## src/rtl/mem_rmw_unit_if.sv

```systemverilog
`default_nettype none
// ============================================================================
//  mem_rmw_unit_if
//  Request/response and memory-port bundle for the load/store sequencer.
//  Revision: 1.0
// ============================================================================
interface mem_rmw_unit_if #(
    parameter int ADDR_WIDTH = 32
);
    logic                  req_valid;
    logic                  req_ready;
    logic                  req_store;
    logic [1:0]            req_size;
    logic                  req_unsigned;
    logic [ADDR_WIDTH-1:0] req_address;
    logic [31:0]           req_data;

    logic                  resp_valid;
    logic                  resp_ready;
    logic [31:0]           resp_data;
    logic [1:0]            resp_fault;

    logic [ADDR_WIDTH-1:0] mem_read_address;
    logic [31:0]           mem_read_data;
    logic                  mem_read_exception;
    logic                  mem_write_enable;
    logic [ADDR_WIDTH-1:0] mem_write_address;
    logic [31:0]           mem_write_data;
    logic                  mem_write_exception;

    // Unit side
    modport slave (
        input  req_valid, req_store, req_size, req_unsigned, req_address, req_data,
        input  resp_ready,
        input  mem_read_data, mem_read_exception, mem_write_exception,
        output req_ready, resp_valid, resp_data, resp_fault,
        output mem_read_address, mem_write_enable, mem_write_address, mem_write_data
    );

    // Core + memory side
    modport master (
        output req_valid, req_store, req_size, req_unsigned, req_address, req_data,
        output resp_ready,
        output mem_read_data, mem_read_exception, mem_write_exception,
        input  req_ready, resp_valid, resp_data, resp_fault,
        input  mem_read_address, mem_write_enable, mem_write_address, mem_write_data
    );
endinterface
`default_nettype wire

```

## src/rtl/mem_rmw_unit.sv

```systemverilog
`default_nettype none
// ============================================================================
//  mem_rmw_unit
//  Byte/half/word load-store sequencer over a word-only 32-bit memory;
//  sub-word stores are done as read-modify-write of the containing word.
//  Option: MEM_RMW_WORD_BYPASS_EN lets aligned word stores skip the read.
//  Revision: 1.0
// ============================================================================
module mem_rmw_unit #(
    parameter int ADDR_WIDTH = 32,
    parameter int DATA_WIDTH = 32
) (
    input  wire logic      clk,
    input  wire logic      reset,
    mem_rmw_unit_if.slave  bus
);

    generate
        if (DATA_WIDTH != 32) begin : g_bad_data_width
            $fatal(1, "mem_rmw_unit: DATA_WIDTH must be 32");
        end
    endgenerate

    localparam logic [1:0] SIZE_BYTE     = 2'd0;
    localparam logic [1:0] SIZE_HALF     = 2'd1;
    localparam logic [1:0] SIZE_WORD     = 2'd2;
    localparam logic [1:0] SIZE_ILLEGAL  = 2'd3;

    localparam logic [1:0] FAULT_NONE    = 2'd0;
    localparam logic [1:0] FAULT_ALIGN   = 2'd1;
    localparam logic [1:0] FAULT_ACCESS  = 2'd2;
    localparam logic [1:0] FAULT_SIZE    = 2'd3;

    typedef enum logic [1:0] {
        S_IDLE  = 2'd0,
        S_READ  = 2'd1,
        S_WRITE = 2'd2,
        S_RESP  = 2'd3
    } state_t;

    state_t                state_q, state_d;
    logic                  req_ready_q, req_ready_d;
    logic                  resp_valid_q, resp_valid_d;
    logic [31:0]           resp_data_q, resp_data_d;
    logic [1:0]            resp_fault_q, resp_fault_d;
    logic [ADDR_WIDTH-1:0] mem_read_address_q, mem_read_address_d;
    logic [ADDR_WIDTH-1:0] mem_write_address_q, mem_write_address_d;
    logic [31:0]           mem_write_data_q, mem_write_data_d;

    logic                  op_store_q, op_store_d;
    logic [1:0]            op_size_q, op_size_d;
    logic                  op_unsigned_q, op_unsigned_d;
    logic [1:0]            op_lane_q, op_lane_d;
    logic [ADDR_WIDTH-1:0] op_wa_q, op_wa_d;
    logic [31:0]           op_data_q, op_data_d;

    logic [ADDR_WIDTH-1:0] req_wa;
    logic [1:0]            req_lane;
    logic                  req_misaligned;

    function automatic logic [31:0] extract_load(
        input logic [31:0] word,
        input logic [1:0]  size,
        input logic [1:0]  lane,
        input logic        zero_ext
    );
        logic [31:0] shifted;
        logic [31:0] result;
        shifted = word >> {lane, 3'b000};
        case (size)
            SIZE_BYTE: result = zero_ext ? {24'd0, shifted[7:0]}
                                         : {{24{shifted[7]}}, shifted[7:0]};
            SIZE_HALF: result = zero_ext ? {16'd0, shifted[15:0]}
                                         : {{16{shifted[15]}}, shifted[15:0]};
            default:   result = word;
        endcase
        return result;
    endfunction

    function automatic logic [31:0] merge_store(
        input logic [31:0] word,
        input logic [31:0] data,
        input logic [1:0]  size,
        input logic [1:0]  lane
    );
        logic [31:0] mask;
        logic [4:0]  sh;
        case (size)
            SIZE_BYTE: mask = 32'h0000_00FF;
            SIZE_HALF: mask = 32'h0000_FFFF;
            default:   mask = 32'hFFFF_FFFF;
        endcase
        sh = {lane, 3'b000};
        return (word & ~(mask << sh)) | ((data & mask) << sh);
    endfunction

    assign req_wa         = {bus.req_address[ADDR_WIDTH-1:2], 2'b00};
    assign req_lane       = bus.req_address[1:0];
    assign req_misaligned = ((bus.req_size == SIZE_HALF) && req_lane[0]) ||
                            ((bus.req_size == SIZE_WORD) && (req_lane != 2'd0));

    always_comb begin
        state_d             = state_q;
        req_ready_d         = req_ready_q;
        resp_valid_d        = resp_valid_q;
        resp_data_d         = resp_data_q;
        resp_fault_d        = resp_fault_q;
        mem_read_address_d  = mem_read_address_q;
        mem_write_address_d = mem_write_address_q;
        mem_write_data_d    = mem_write_data_q;
        op_store_d          = op_store_q;
        op_size_d           = op_size_q;
        op_unsigned_d       = op_unsigned_q;
        op_lane_d           = op_lane_q;
        op_wa_d             = op_wa_q;
        op_data_d           = op_data_q;

        case (state_q)
            S_IDLE: begin
                if (bus.req_valid && req_ready_q) begin
                    op_store_d    = bus.req_store;
                    op_size_d     = bus.req_size;
                    op_unsigned_d = bus.req_unsigned;
                    op_lane_d     = req_lane;
                    op_wa_d       = req_wa;
                    op_data_d     = bus.req_data;
                    req_ready_d   = 1'b0;
                    if (bus.req_size == SIZE_ILLEGAL) begin
                        state_d      = S_RESP;
                        resp_valid_d = 1'b1;
                        resp_data_d  = 32'd0;
                        resp_fault_d = FAULT_SIZE;
                    end else if (req_misaligned) begin
                        state_d      = S_RESP;
                        resp_valid_d = 1'b1;
                        resp_data_d  = 32'd0;
                        resp_fault_d = FAULT_ALIGN;
`ifdef MEM_RMW_WORD_BYPASS_EN
                    end else if (bus.req_store && (bus.req_size == SIZE_WORD)) begin
                        state_d             = S_WRITE;
                        mem_write_address_d = req_wa;
                        mem_write_data_d    = bus.req_data;
`endif
                    end else begin
                        state_d            = S_READ;
                        mem_read_address_d = req_wa;
                    end
                end
            end

            S_READ: begin
                if (bus.mem_read_exception) begin
                    state_d      = S_RESP;
                    resp_valid_d = 1'b1;
                    resp_data_d  = 32'd0;
                    resp_fault_d = FAULT_ACCESS;
                end else if (op_store_q) begin
                    state_d             = S_WRITE;
                    mem_write_address_d = op_wa_q;
                    mem_write_data_d    = merge_store(bus.mem_read_data, op_data_q,
                                                      op_size_q, op_lane_q);
                end else begin
                    state_d      = S_RESP;
                    resp_valid_d = 1'b1;
                    resp_data_d  = extract_load(bus.mem_read_data, op_size_q,
                                                op_lane_q, op_unsigned_q);
                    resp_fault_d = FAULT_NONE;
                end
            end

            S_WRITE: begin
                state_d      = S_RESP;
                resp_valid_d = 1'b1;
                resp_data_d  = 32'd0;
                resp_fault_d = bus.mem_write_exception ? FAULT_ACCESS : FAULT_NONE;
            end

            S_RESP: begin
                if (bus.resp_ready) begin
                    state_d      = S_IDLE;
                    resp_valid_d = 1'b0;
                    req_ready_d  = 1'b1;
                end
            end

            default: begin
                state_d      = S_IDLE;
                req_ready_d  = 1'b1;
                resp_valid_d = 1'b0;
            end
        endcase
    end

    always_ff @(posedge clk or posedge reset) begin
        if (reset) begin
            state_q             <= S_IDLE;
            req_ready_q         <= 1'b1;
            resp_valid_q        <= 1'b0;
            resp_data_q         <= 32'd0;
            resp_fault_q        <= FAULT_NONE;
            mem_read_address_q  <= '0;
            mem_write_address_q <= '0;
            mem_write_data_q    <= 32'd0;
            op_store_q          <= 1'b0;
            op_size_q           <= SIZE_BYTE;
            op_unsigned_q       <= 1'b0;
            op_lane_q           <= 2'd0;
            op_wa_q             <= '0;
            op_data_q           <= 32'd0;
        end else begin
            state_q             <= state_d;
            req_ready_q         <= req_ready_d;
            resp_valid_q        <= resp_valid_d;
            resp_data_q         <= resp_data_d;
            resp_fault_q        <= resp_fault_d;
            mem_read_address_q  <= mem_read_address_d;
            mem_write_address_q <= mem_write_address_d;
            mem_write_data_q    <= mem_write_data_d;
            op_store_q          <= op_store_d;
            op_size_q           <= op_size_d;
            op_unsigned_q       <= op_unsigned_d;
            op_lane_q           <= op_lane_d;
            op_wa_q             <= op_wa_d;
            op_data_q           <= op_data_d;
        end
    end

    // The strobe must react to the same-cycle write exception and to an
    // asynchronous reset, so it is decoded from state rather than registered.
    assign bus.mem_write_enable  = (state_q == S_WRITE) && !bus.mem_write_exception;

    assign bus.req_ready         = req_ready_q;
    assign bus.resp_valid        = resp_valid_q;
    assign bus.resp_data         = resp_data_q;
    assign bus.resp_fault        = resp_fault_q;
    assign bus.mem_read_address  = mem_read_address_q;
    assign bus.mem_write_address = mem_write_address_q;
    assign bus.mem_write_data    = mem_write_data_q;

endmodule
`default_nettype wire

```

## src/flat_wrapper.sv

```systemverilog
// flat-port wrapper written by rule: the top's interface ports become plain ports
module mem_rmw_unit_flat 
#(
    parameter int ADDR_WIDTH = 32,
    parameter int DATA_WIDTH = 32
)
  (clk, reset, bus_req_valid, bus_req_store, bus_req_size, bus_req_unsigned, bus_req_address, bus_req_data, bus_resp_ready, bus_mem_read_data, bus_mem_read_exception, bus_mem_write_exception, bus_req_ready, bus_resp_valid, bus_resp_data, bus_resp_fault, bus_mem_read_address, bus_mem_write_enable, bus_mem_write_address, bus_mem_write_data);
  mem_rmw_unit_if #(.ADDR_WIDTH(ADDR_WIDTH)) bus_i ();
  input  wire logic clk;
  input  wire logic reset;
  input wire logic [$bits(bus_i.req_valid)-1:0] bus_req_valid;
  input wire logic [$bits(bus_i.req_store)-1:0] bus_req_store;
  input wire logic [$bits(bus_i.req_size)-1:0] bus_req_size;
  input wire logic [$bits(bus_i.req_unsigned)-1:0] bus_req_unsigned;
  input wire logic [$bits(bus_i.req_address)-1:0] bus_req_address;
  input wire logic [$bits(bus_i.req_data)-1:0] bus_req_data;
  input wire logic [$bits(bus_i.resp_ready)-1:0] bus_resp_ready;
  input wire logic [$bits(bus_i.mem_read_data)-1:0] bus_mem_read_data;
  input wire logic [$bits(bus_i.mem_read_exception)-1:0] bus_mem_read_exception;
  input wire logic [$bits(bus_i.mem_write_exception)-1:0] bus_mem_write_exception;
  output wire logic [$bits(bus_i.req_ready)-1:0] bus_req_ready;
  output wire logic [$bits(bus_i.resp_valid)-1:0] bus_resp_valid;
  output wire logic [$bits(bus_i.resp_data)-1:0] bus_resp_data;
  output wire logic [$bits(bus_i.resp_fault)-1:0] bus_resp_fault;
  output wire logic [$bits(bus_i.mem_read_address)-1:0] bus_mem_read_address;
  output wire logic [$bits(bus_i.mem_write_enable)-1:0] bus_mem_write_enable;
  output wire logic [$bits(bus_i.mem_write_address)-1:0] bus_mem_write_address;
  output wire logic [$bits(bus_i.mem_write_data)-1:0] bus_mem_write_data;
  assign bus_i.req_valid = bus_req_valid;
  assign bus_i.req_store = bus_req_store;
  assign bus_i.req_size = bus_req_size;
  assign bus_i.req_unsigned = bus_req_unsigned;
  assign bus_i.req_address = bus_req_address;
  assign bus_i.req_data = bus_req_data;
  assign bus_i.resp_ready = bus_resp_ready;
  assign bus_i.mem_read_data = bus_mem_read_data;
  assign bus_i.mem_read_exception = bus_mem_read_exception;
  assign bus_i.mem_write_exception = bus_mem_write_exception;
  assign bus_req_ready = bus_i.req_ready;
  assign bus_resp_valid = bus_i.resp_valid;
  assign bus_resp_data = bus_i.resp_data;
  assign bus_resp_fault = bus_i.resp_fault;
  assign bus_mem_read_address = bus_i.mem_read_address;
  assign bus_mem_write_enable = bus_i.mem_write_enable;
  assign bus_mem_write_address = bus_i.mem_write_address;
  assign bus_mem_write_data = bus_i.mem_write_data;
  mem_rmw_unit #(.ADDR_WIDTH(ADDR_WIDTH), .DATA_WIDTH(DATA_WIDTH)) u_core (.clk(clk), .reset(reset), .bus(bus_i));
endmodule
```

## config.mk

```make
export PLATFORM = sky130hd
export DESIGN_NAME = mem_rmw_unit_flat
export DESIGN_NICKNAME = d
export VERILOG_FILES = /design/src/rtl/mem_rmw_unit_if.sv /design/src/rtl/mem_rmw_unit.sv /design/src/flat_wrapper.sv
export SDC_FILE = /design/constraint.sdc
export NUM_CORES = 1
export LEC_CHECK = 0
export BUFFER_PORTS_ARGS = -buffer_cell sky130_fd_sc_hd__buf_2
export CAP_MARGIN = 25
export CORE_MARGIN = 3
export CORE_UTILIZATION = 48
export DETAILED_ROUTE_END_ITERATION = 10
export PLACE_DENSITY_LB_ADDON = 0.1
export RECOVER_POWER = 100
export SLEW_MARGIN = 10
export SYNTH_ARGS = -nofsm -noshare
export SYNTH_HDL_FRONTEND = slang
export SYNTH_SLANG_ARGS = --single-unit
```

## constraint.sdc

```tcl
create_clock -name clk -period 6.05 [get_ports clk]
set_input_delay 0.3025 -clock clk [delete_from_list [all_inputs] [get_ports clk]]
set_output_delay 0.3025 -clock clk [all_outputs]
set_load 0.1 [all_outputs]
```

; After elaboration in Yosys (flattened, before gate mapping)
; Cells that the tools add are included.
[word_totals]
ff_bits = 198
input_bits = 106
out_inout_bits = 133
elab_cells = 90
[classes]
n_eq_ne = 11
shifts = 3
muxes = 37
n_bitwise = 7
n_reduce_logical = 18
[ops]
columns = op, n
row1 = 32-bit 2-to-1 mux, 10
row2 = 32-bit case mux with 2 select lines, 2
row3 = 32-bit case mux with 3 select lines, 1
row4 = 32-bit AND, 2
row5 = 32-bit by 5-bit << shifter with 32-bit output, 2
row6 = 32-bit NOT, 1
row7 = 32-bit OR, 1
row8 = 32-bit by 5-bit right shift with 16-bit output, 1
row9 = 2-bit 2-to-1 mux, 11
row10 = 4-bit AND reduction, 3
row11 = 1-bit 2-to-1 mux, 9
row12 = 2-bit == test (second input constant), 4
row13 = 2-bit case mux with 4 select lines, 1
row14 = 2-bit by 1-bit == test with 1-bit output (second input constant), 3
row15 = 2-bit case mux with 3 select lines, 1
row16 = 3-bit AND reduction, 2
row17 = 1-bit logical AND, 4
row18 = 2-bit zero test, 2
row19 = 1-bit case mux with 4 select lines, 1
row20 = 2-bit AND reduction, 2
row21 = 2-bit nonzero test, 2
row22 = 3-bit by 1-bit != test with 1-bit output (second input constant), 1
row23 = 3-bit != test (second input constant), 1
row24 = 1-bit NOT, 3
row25 = 6 further kinds, 6

; Longest topological paths before layout
; Gate-level depths: netlist of run 1.
[logic_depth]
ltp_word = 9
mapped_depth = 8
depth_no_buf = 6

; Worst setup path after synthesis of run 1
; Ideal clock, no wire load.
[synth_timing]
path_type = reg-to-output
from = register u_core.state_q[0]
to = output port bus_mem_write_enable
arrival_ns = 2.035
slack_ns = 3.713
stages_incl_launch_ff = 4
cell_sequence = dfrtp_1 > inv_1 > ha_1 > nor2b_1
[synth_via]
elab_chain_len = 2
[synth_lines]
columns = item, line
row1 = start: declaration, mem_rmw_unit.sv:41  ; state_t state_q, state_d;
row2 = start signal: assignment, mem_rmw_unit.sv:211  ; state_q <= state_d;
row3 = 2-bit == test, mem_rmw_unit.sv:230  ; assign bus.mem_write_enable = (state_q == S_WRITE) && !bus.mem_write_exception;
row4 = 1-bit logical AND, mem_rmw_unit.sv:230
row5 = end: declaration, flat_wrapper.sv:26  ; output wire logic [$bits(bus_i.mem_write_enable)-1:0] bus_mem_write_enable;
; No other way between the ends.

; Worst setup path after layout of run 1
[layout_timing]
from = register u_core.op_lane_q[0]
to = register u_core.resp_data_q[14], in the netlist u_core.bus.resp_data[14]
[layout_via]
elab_chain_len = 6
elab_cells_between_ends = 7
[layout_lines]
columns = item, line
row1 = start: declaration, mem_rmw_unit.sv:53  ; logic [1:0] op_lane_q, op_lane_d;
row2 = start signal: assignment, mem_rmw_unit.sv:222  ; op_lane_q <= op_lane_d;
row3 = 32-bit by 5-bit right shift with 16-bit output *, mem_rmw_unit.sv:69  ; shifted = word >> {lane, 3'b000};
row4 = 32-bit 2-to-1 mux (on tied branches), "mem_rmw_unit.sv:73, mem_rmw_unit.sv:71"
row5 = 32-bit case mux with 2 select lines *, mem_rmw_unit.sv:70  ; case (size)
row6 = 32-bit 2-to-1 mux *, mem_rmw_unit.sv:157  ; end else if (op_store_q) begin
row7 = 32-bit 2-to-1 mux *, mem_rmw_unit.sv:152  ; if (bus.mem_read_exception) begin
row8 = 32-bit case mux with 3 select lines *, mem_rmw_unit.sv:118  ; case (state_q)
row9 = end signal: assignment, mem_rmw_unit.sv:214  ; resp_data_q <= resp_data_d;
row10 = end: declaration, mem_rmw_unit.sv:44  ; logic [31:0] resp_data_q, resp_data_d;
; Mark *: on every way between the ends. The rest lies on a longest branch, timed or not. The select of a mux whose other input is x is not followed.
; A chain may end at the register's enable or synchronous reset.

==> results of run 1 <==
[layout make-up]
| class | count | area (um^2) |
|---|---|---|
| Clock inverter | 13 | 136.4 |
| Timing Repair Buffer | 243 | 1085 |
| Multi-Input combinational cell | 459 | 3765 |
| Sequential cell | 198 | 4957 |
| Tap cell | 229 | 286.5 |
| Inverter | 20 | 82.58 |
| Fill cell | 1601 | 7513 |
| Clock buffer | 18 | 439.2 |
| Antenna cell | 2 | 5.005 |
[state kept, by name, summed over array words and instances (netlist names)]
name,cells
u_core.bus.mem_read_address,30
u_core.op_wa_q,30
u_core.op_data_q,32
u_core.bus.resp_data,32
u_core.op_store_q,1
u_core.bus.mem_write_data,32
u_core.op_lane_q,2
u_core.bus.resp_valid,1
u_core.bus.mem_write_address,30
u_core.bus.req_ready,1
u_core.state_q,2
u_core.op_unsigned_q,1
u_core.bus.resp_fault,2
u_core.op_size_q,2
[stage by stage]
stage          setup slack (ps)  instances  utilization  hold slack [ps]
2_1_floorplan             351.8        735            -            453.0
3_3_place_gp               3225       1148       0.5663            460.2
3_5_place_dp               3125       1148       0.5663            469.8
4_1_cts                    3119       1179       0.5978            84.12
5_1_grt                    1842       1180       0.5885            90.00
6_report                   1979       1182       0.5888            85.62
[worst max-delay path by stage]
| stage | to | slack, ps | depth (start not counted) |
|---|---|---|---|
| after floorplan | u_core.bus.mem_read_address[10] | 350 | 1 |
| after global placement | u_core.bus.mem_read_address[16] | 3220 | 6 |
| after detailed placement | u_core.bus.mem_read_address[17] | 3120 | 6 |
| after CTS | u_core.bus.mem_read_address[17] | 3120 | 6 |
| after global routing | u_core.bus.resp_data[14] | 1840 | 4 |
| final | u_core.bus.resp_data[14] | 1980 | 4 |
[placed cells by master (no fill, tap or decap), types with 2 or more instances in the layout]
cell,count
sky130_fd_sc_hd__a211o_1,7
sky130_fd_sc_hd__a21oi_1,17
sky130_fd_sc_hd__a221oi_1,13
sky130_fd_sc_hd__a22o_1,3
sky130_fd_sc_hd__a22oi_1,7
sky130_fd_sc_hd__a2bb2oi_1,14
sky130_fd_sc_hd__a32o_1,30
sky130_fd_sc_hd__buf_2,104
sky130_fd_sc_hd__buf_4,5
sky130_fd_sc_hd__clkbuf_1,133
sky130_fd_sc_hd__clkbuf_16,17
sky130_fd_sc_hd__clkinv_4,2
sky130_fd_sc_hd__clkinvlp_4,2
sky130_fd_sc_hd__conb_1,4
sky130_fd_sc_hd__dfrtp_1,196
sky130_fd_sc_hd__diode_2,2
sky130_fd_sc_hd__ha_1,6
sky130_fd_sc_hd__inv_1,19
sky130_fd_sc_hd__inv_6,4
sky130_fd_sc_hd__inv_8,4
sky130_fd_sc_hd__mux2_2,130
sky130_fd_sc_hd__mux2i_1,27
sky130_fd_sc_hd__nand2_1,55
sky130_fd_sc_hd__nand2b_1,32
sky130_fd_sc_hd__nand3_1,2
sky130_fd_sc_hd__nand3b_1,10
sky130_fd_sc_hd__nor2_1,11
sky130_fd_sc_hd__nor2b_1,10
sky130_fd_sc_hd__nor3_1,2
sky130_fd_sc_hd__o21ai_0,38
sky130_fd_sc_hd__o221ai_1,7
sky130_fd_sc_hd__o22ai_1,7
sky130_fd_sc_hd__o2bb2ai_1,5
sky130_fd_sc_hd__o31a_1,6
[kinds of logic (layout without fill, tap and decap cells)]
kind of cell | after synthesis | count (layout) | share of synthesized area
other | 1 | 6 | 0.0004123
flip-flops | 198 | 198 | 0.5449
adder cells (fa/ha/maj) | 6 | 6 | 0.008254
buffers and inverters | 78 | 294 | 0.04154
XOR/XNOR | 1 | 1 | 0.0009632
AO/OA/AOI/OAI | 163 | 163 | 0.1385
multiplexers | 158 | 158 | 0.1919
AND/OR/NAND/NOR | 127 | 127 | 0.07346
[Yosys cell counts, types with 2 or more instances]
cell | number | area, um^2
sky130_fd_sc_hd__buf_1 | 7 | 26.28
sky130_fd_sc_hd__nand2_1 | 55 | 206.5
sky130_fd_sc_hd__o21ai_0 | 38 | 190.2
sky130_fd_sc_hd__a21oi_1 | 17 | 85.08
sky130_fd_sc_hd__buf_2 | 23 | 115.1
sky130_fd_sc_hd__nand3b_1 | 10 | 75.07
sky130_fd_sc_hd__nand2b_1 | 32 | 200.2
sky130_fd_sc_hd__buf_4 | 6 | 45.04
sky130_fd_sc_hd__clkbuf_1 | 18 | 67.56
sky130_fd_sc_hd__a211o_1 | 7 | 61.31
sky130_fd_sc_hd__a22oi_1 | 7 | 52.55
sky130_fd_sc_hd__inv_1 | 20 | 75.07
sky130_fd_sc_hd__o221ai_1 | 7 | 61.31
sky130_fd_sc_hd__a2bb2oi_1 | 14 | 122.6
sky130_fd_sc_hd__nand3_1 | 2 | 10.01
sky130_fd_sc_hd__o22ai_1 | 7 | 43.79
sky130_fd_sc_hd__ha_1 | 6 | 75.07
sky130_fd_sc_hd__a22o_1 | 3 | 26.28
sky130_fd_sc_hd__o31a_1 | 6 | 52.55
sky130_fd_sc_hd__buf_6 | 3 | 33.78
sky130_fd_sc_hd__nor2b_1 | 10 | 62.56
sky130_fd_sc_hd__dfrtp_1 | 197 | 4930
sky130_fd_sc_hd__mux2_2 | 131 | 1475
sky130_fd_sc_hd__a32o_1 | 30 | 300.3
sky130_fd_sc_hd__a221oi_1 | 13 | 113.9
sky130_fd_sc_hd__mux2i_1 | 27 | 270.3
sky130_fd_sc_hd__nor3_1 | 2 | 10.01
sky130_fd_sc_hd__o21bai_1 | 2 | 15.01
sky130_fd_sc_hd__o2bb2ai_1 | 5 | 43.79
sky130_fd_sc_hd__nor2_1 | 11 | 41.29
[metal layers]
layer  GRT usage  vias up  share of wire
li1            -     3076              -
met1      0.3028     3394           0.41
met2      0.3921      285           0.48
met3     0.07554       51          0.085
met4     0.09366        4          0.031
met5           0        -         0.0010
[critical path, cell delays in order (launching register included)]
cell and delay (ps):
sky130_fd_sc_hd__dfrtp_2 360, sky130_fd_sc_hd__clkbuf_1 2030, sky130_fd_sc_hd__nor4b_1 1220, sky130_fd_sc_hd__a211o_1 220
sky130_fd_sc_hd__a32o_1 160
==> flow_summary.toml, run 1 <==
[logic_synthesis]
synth_enable_flop_cells = 0
synth_cell_types = 46
synth_seq_area_share = 0.5449
post_synthesis_async_set_or_reset_flop_share = 1.000
yosysWarnings = 0
synthesis.area_per_instance_um2 = 12.42
synth_ff_type = "sky130_fd_sc_hd__dfrtp_1"
synth.cell_area_mm2 = 0.009095
postSynthRegisterBits = 198
post_synth_inst_count = 732

[timing]
rsz0062_at_grt = "false"
maximum_clock_skew_at_final_layout_ps = 13.96
setup_viol = 0
final_max_slew_viol_count = 126
finalCritPeriodShare = 0.6728
fin_tns_setup_ps = 0
fmax_mhz = 245.7
max_slew_margin = -0.9237
worst_pin_slew_ps = 2885
timing_hold_violations_final = 0
timing.final.crit_period_ps = 4071

[floorplanning]
initial_core_utilization = 0.4978
fp.dieW_um = 143.7
core_region_area_mm2 = 0.01827
floorplan.die_area_mm2 = 0.02064
die_height_um = 143.7
design.portCount = 239
floorplan.rows = 49

[worst_setup_path]
worst_r2r_startpoint = "u_core.op_lane_q[0]"
max_fo_critical_path = 59
timing.critical_path.from_type = "flip-flop"
worst_r2r_path_depth = 4
arrival_ps = 4420
critPathRequiredTime_ps = 6400
start_point_of_the_critical_path = "u_core.op_lane_q[0]"
worst_r2r_endpoint = "u_core.bus.resp_data[14]"
critPathCaptureType = "flip-flop"
reg2reg_setup_slack_ps = 1980
timing.setup.critical_path_class = "reg2reg"

[run]
max_cap_check_violation_count = 3

[cts]
cts_tree = "done"
clock_slew_at_reported_path_ffs_ps = 70
clockBufferDepth = 2
post_cts_hold_buffer_count = 0
cts_buffers = 17
buffer_count_from_post_cts_setup_fixing = 0
cts_root_buffer = "sky130_fd_sc_hd__clkbuf_16"
resized_cells_post_cts = 0
insertion_delay_ps = 430
htree_levels = 4
number_of_clock_sinks = 198

[finish]
design.final.nets = 1051
layout.cell_area.non_filler_mm2 = 0.01076
post_route_cells_drive_above_1_share = 0.2944
area_growth_pct = 18.27

[grt]
number_of_antenna_violations_at_the_first_check_in_global_routing = 2
first_global_vias = 6932
overflow_left_after_global_routing = 0
global_route_wire_length_before_repair_um = 38350
grt_max_degree = 130
groute.usage.overall = 0.2411

[placement]
buffer_ports.inserted = 234
finalWeightedCongestion = 0.9171
detailed_place_hpwl_um = 17640
dpl_cell_area_mm2 = 0.01035

[worst_hold_path]
hold_path.class = "in2async"

[status]
violations = "max-capacitance violations, max-slew violations"
run_status = "finished with violations"

[routing]
final_antenna_net_count = 0
detail_route.drc_violations = 0
route.detailed.wl_per_inst_um = 21.07
ratio_of_routed_vias_to_standard_cells = 5.761
vias_after_detailed_routing = 6810
drt_iter0_drc = 412
wl_um = 24900
drt_pass1_iterations = 5
Power of run 1 is left out: the tool's default activity adds up to more than one toggle a clock period on the data nets, which glitch-free logic cannot reach.
==> run 2, diff against run 1 <==
Settings changed: ABC_AREA from default to 1.
Clock period 6.05 ns to 3.7 ns, I/O delays scaled along.
==> run 2 against run 1 <==
First-iteration DRC count increased by 44%. Synthesized cell count increased by 59%. Synthesized area increased by 1.4%. Maximum frequency increased by 43%. The run still ends with max-capacitance violations, max-slew violations left. Sequential share of layout area decreased by 3.4 points. Critical path depth increased by 7. Highest routed layer is now met4. Hold slack got worse by 65 ps. Die area increased by 1.3%. Register-to-register slack got worse by 1100 ps. Worst setup slack got worse by 1100 ps. Largest cell class unchanged. Global-route usage increased by 2.4 points.
==> flow_summary.toml, run 2 <==
[status]
run_status = "finished with violations"
violations = "max-capacitance violations, max-slew violations"

[worst_hold_path]
hp-start = "bus_req_address[0]"
timing.hold.worst_endpoint = "u_core.op_lane_q[0]"
hold_depth = 3
hold_path.class = "in2reg"

[worst_setup_path]
max_fo_critical_path = 35
path_common_cell = "sky130_fd_sc_hd__nand2_1"
critPathCaptureType = "flip-flop"
arrival_ps = 3220
path_depth = 11
timing.critical_path.buf_inv = 4
max_stage_delay_ps = 570
worst_r2r_startpoint = "u_core.state_q[1]"
reg2reg_setup_slack_ps = 850
slowest_stage = "sky130_fd_sc_hd__clkbuf_1"
critPathRequiredTime_ps = 4070
worst_r2r_path_depth = 11
timing.critical_path.from_type = "flip-flop"
worstPathCellList = "inv_1, ha_1, nand3_1, buf_4, nand2_1, inv_1, nand3_2, clkbuf_1, nor2_1, nand2_1, nand2_1"
worst_r2r_endpoint = "u_core.bus.resp_data[17]"
path_delay_family = "buffers and inverters"
timing.setup.critical_path_class = "reg2reg"

[timing]
finalCritPeriodShare = 0.7709
rsz0062_at_grt = "false"
timing_hold_violations_final = 0
maximum_clock_skew_at_final_layout_ps = 17.78
timing.final.crit_period_ps = 2852
worst_pin_slew_ps = 2012
fmax_mhz = 350.6
final_max_slew_viol_count = 47
max_slew_margin = -0.3412
fin_tns_setup_ps = 0
setup_viol = 0

[logic_synthesis]
synthMostInstantiatedCell = "sky130_fd_sc_hd__nand2_1"
synthesis.area_per_instance_um2 = 7.907
synth_largest_area_cell = "sky130_fd_sc_hd__dfrtp_1"
synth_seq_area_share = 0.5375
synth.cell_area_mm2 = 0.009220
yosysWarnings = 0
synth_cell_types = 34
postSynthRegisterBits = 198
synth_commonest_cells = "451 x sky130_fd_sc_hd__nand2_1, 197 x sky130_fd_sc_hd__dfrtp_1, 153 x sky130_fd_sc_hd__o21ai_0"
synth_ff_type = "sky130_fd_sc_hd__dfrtp_1"
synth_enable_flop_cells = 0
synth_area_leaders = "sky130_fd_sc_hd__dfrtp_1 53%, sky130_fd_sc_hd__nand2_1 18%, sky130_fd_sc_hd__o21ai_0 8.3%"
post_synth_inst_count = 1166
post_synthesis_async_set_or_reset_flop_share = 1.000
synthDominantCellAreaShare = 0.5347

[floorplanning]
floorplan.rows = 50
design.portCount = 239
fp.dieW_um = 144.6
core_region_area_mm2 = 0.01877
initial_core_utilization = 0.4913
die_height_um = 144.6
floorplan.die_area_mm2 = 0.02091

[cts]
buffer_count_from_post_cts_setup_fixing = 0
htree_levels = 4
cts_buffers = 17
number_of_clock_sinks = 198
cts_root_buffer = "sky130_fd_sc_hd__clkbuf_16"
cts_tree = "done"
clock_slew_at_reported_path_ffs_ps = 80
clockBufferDepth = 2
insertion_delay_ps = 440

[placement]
detailed_place_hpwl_um = 18550
finalWeightedCongestion = 0.8894
buffer_ports.inserted = 234

[routing]
vias_after_detailed_routing = 8628
drt_pass1_iterations = 5
route.detailed.wl_per_inst_um = 16.21
ratio_of_routed_vias_to_standard_cells = 5.133
drt_iter0_drc = 592
detail_route.drc_violations = 0
wl_um = 27240
final_antenna_net_count = 0

[grt]
overflow_left_after_global_routing = 0
groute.usage.overall = 0.2650
first_global_vias = 8433
number_of_antenna_violations_at_the_first_check_in_global_routing = 0
grt_max_degree = 185
global_route_wire_length_before_repair_um = 43640

[finish]
mostFrequentLayoutCell = "sky130_fd_sc_hd__nand2_1"
mostFrequentLayoutCells = "451 x sky130_fd_sc_hd__nand2_1, 197 x sky130_fd_sc_hd__dfrtp_1, 168 x sky130_fd_sc_hd__o21ai_0, 133 x sky130_fd_sc_hd__clkbuf_1, 105 x sky130_fd_sc_hd__buf_2"
design.final.nets = 1546
area_growth_pct = 25.82
post_route_cells_drive_above_1_share = 0.1202
n_antenna_cell = 0

[run]
max_cap_check_violation_count = 1
[run 2: worst register-to-register path, cell delays in order (launching register included)]
cell and delay (ps):
sky130_fd_sc_hd__dfrtp_1 420, sky130_fd_sc_hd__inv_1 120, sky130_fd_sc_hd__ha_1 220, sky130_fd_sc_hd__nand3_1 100
sky130_fd_sc_hd__buf_4 360, sky130_fd_sc_hd__nand2_1 90, sky130_fd_sc_hd__inv_1 90, sky130_fd_sc_hd__nand3_2 460
sky130_fd_sc_hd__clkbuf_1 580, sky130_fd_sc_hd__nor2_1 220, sky130_fd_sc_hd__nand2_1 70, sky130_fd_sc_hd__nand2_1 60
[run 2: cell type report]
cell class                 count  area, um^2
clock buffer                  17       425.4
clock inverter                15       207.7
fill                        1739        7167
inverter                      88       331.6
multi-input combinational    818        3630
sequential                   198        4956
tap                          234       292.8
timing repair buffer         311        1758
[run 2: cells by family after synthesis]
group,Yosys count,share of synthesized area
AO/OA/AOI/OAI,221,0.1259
adder cells (fa/ha/maj),6,0.008142
buffers and inverters,153,0.07002
flip-flops,198,0.5375
other,1,0.0004067
AND/OR/NAND/NOR,587,0.2580
[run 2: repair_timing]
action                     in CTS  in global routing
setup endpoints to repair       0                  0
hold endpoints to repair       82                  0
resized for setup               0                  0
hold buffers                   65                  0
[run 2: worst max-delay path by stage]
stage / from / slack, ps / endpoint
6_report: u_core.state_q[1] / 850 / u_core.bus.resp_data[17]
3_5_place_dp: u_core.state_q[1] / 1140 / u_core.bus.resp_data[16]
5_1_grt: u_core.state_q[1] / 480 / u_core.bus.resp_data[16]
2_1_floorplan: reset / 960 / u_core.bus.mem_read_address[10]
4_1_cts: u_core.state_q[1] / 1120 / u_core.bus.resp_data[17]
3_3_place_gp: u_core.state_q[1] / 1210 / u_core.bus.resp_data[17]
[run 2: through the flow]
| step | instances | hold WS [ps] | area [um^2] | worst slack (ps) | utilization |
|---|---|---|---|---|---|
| final | 1681 | 20.78 | 11600 | 847.8 | 0.6181 |
| after global placement | 1583 | 185.9 | 10490 | 1206 | 0.5590 |
| after global routing | 1681 | 27.96 | 11600 | 477.0 | 0.6181 |
| after CTS | 1680 | 9.165 | 11780 | 1116 | 0.6274 |
| after detailed placement | 1583 | 190.0 | 10490 | 1144 | 0.5590 |
| after floorplan | 1169 | 301.6 | 9235 | 955.5 | - |
[run 2: per-layer routing]
metal	up-vias	wire length, um	track usage
met5	-	0	0
met3	44	2203	0.07374
met4	0	615	0.07658
li1	4227	-	-
met1	4034	11930	0.3606
met2	323	12490	0.4187
Power of run 2 is left out for the same reason.
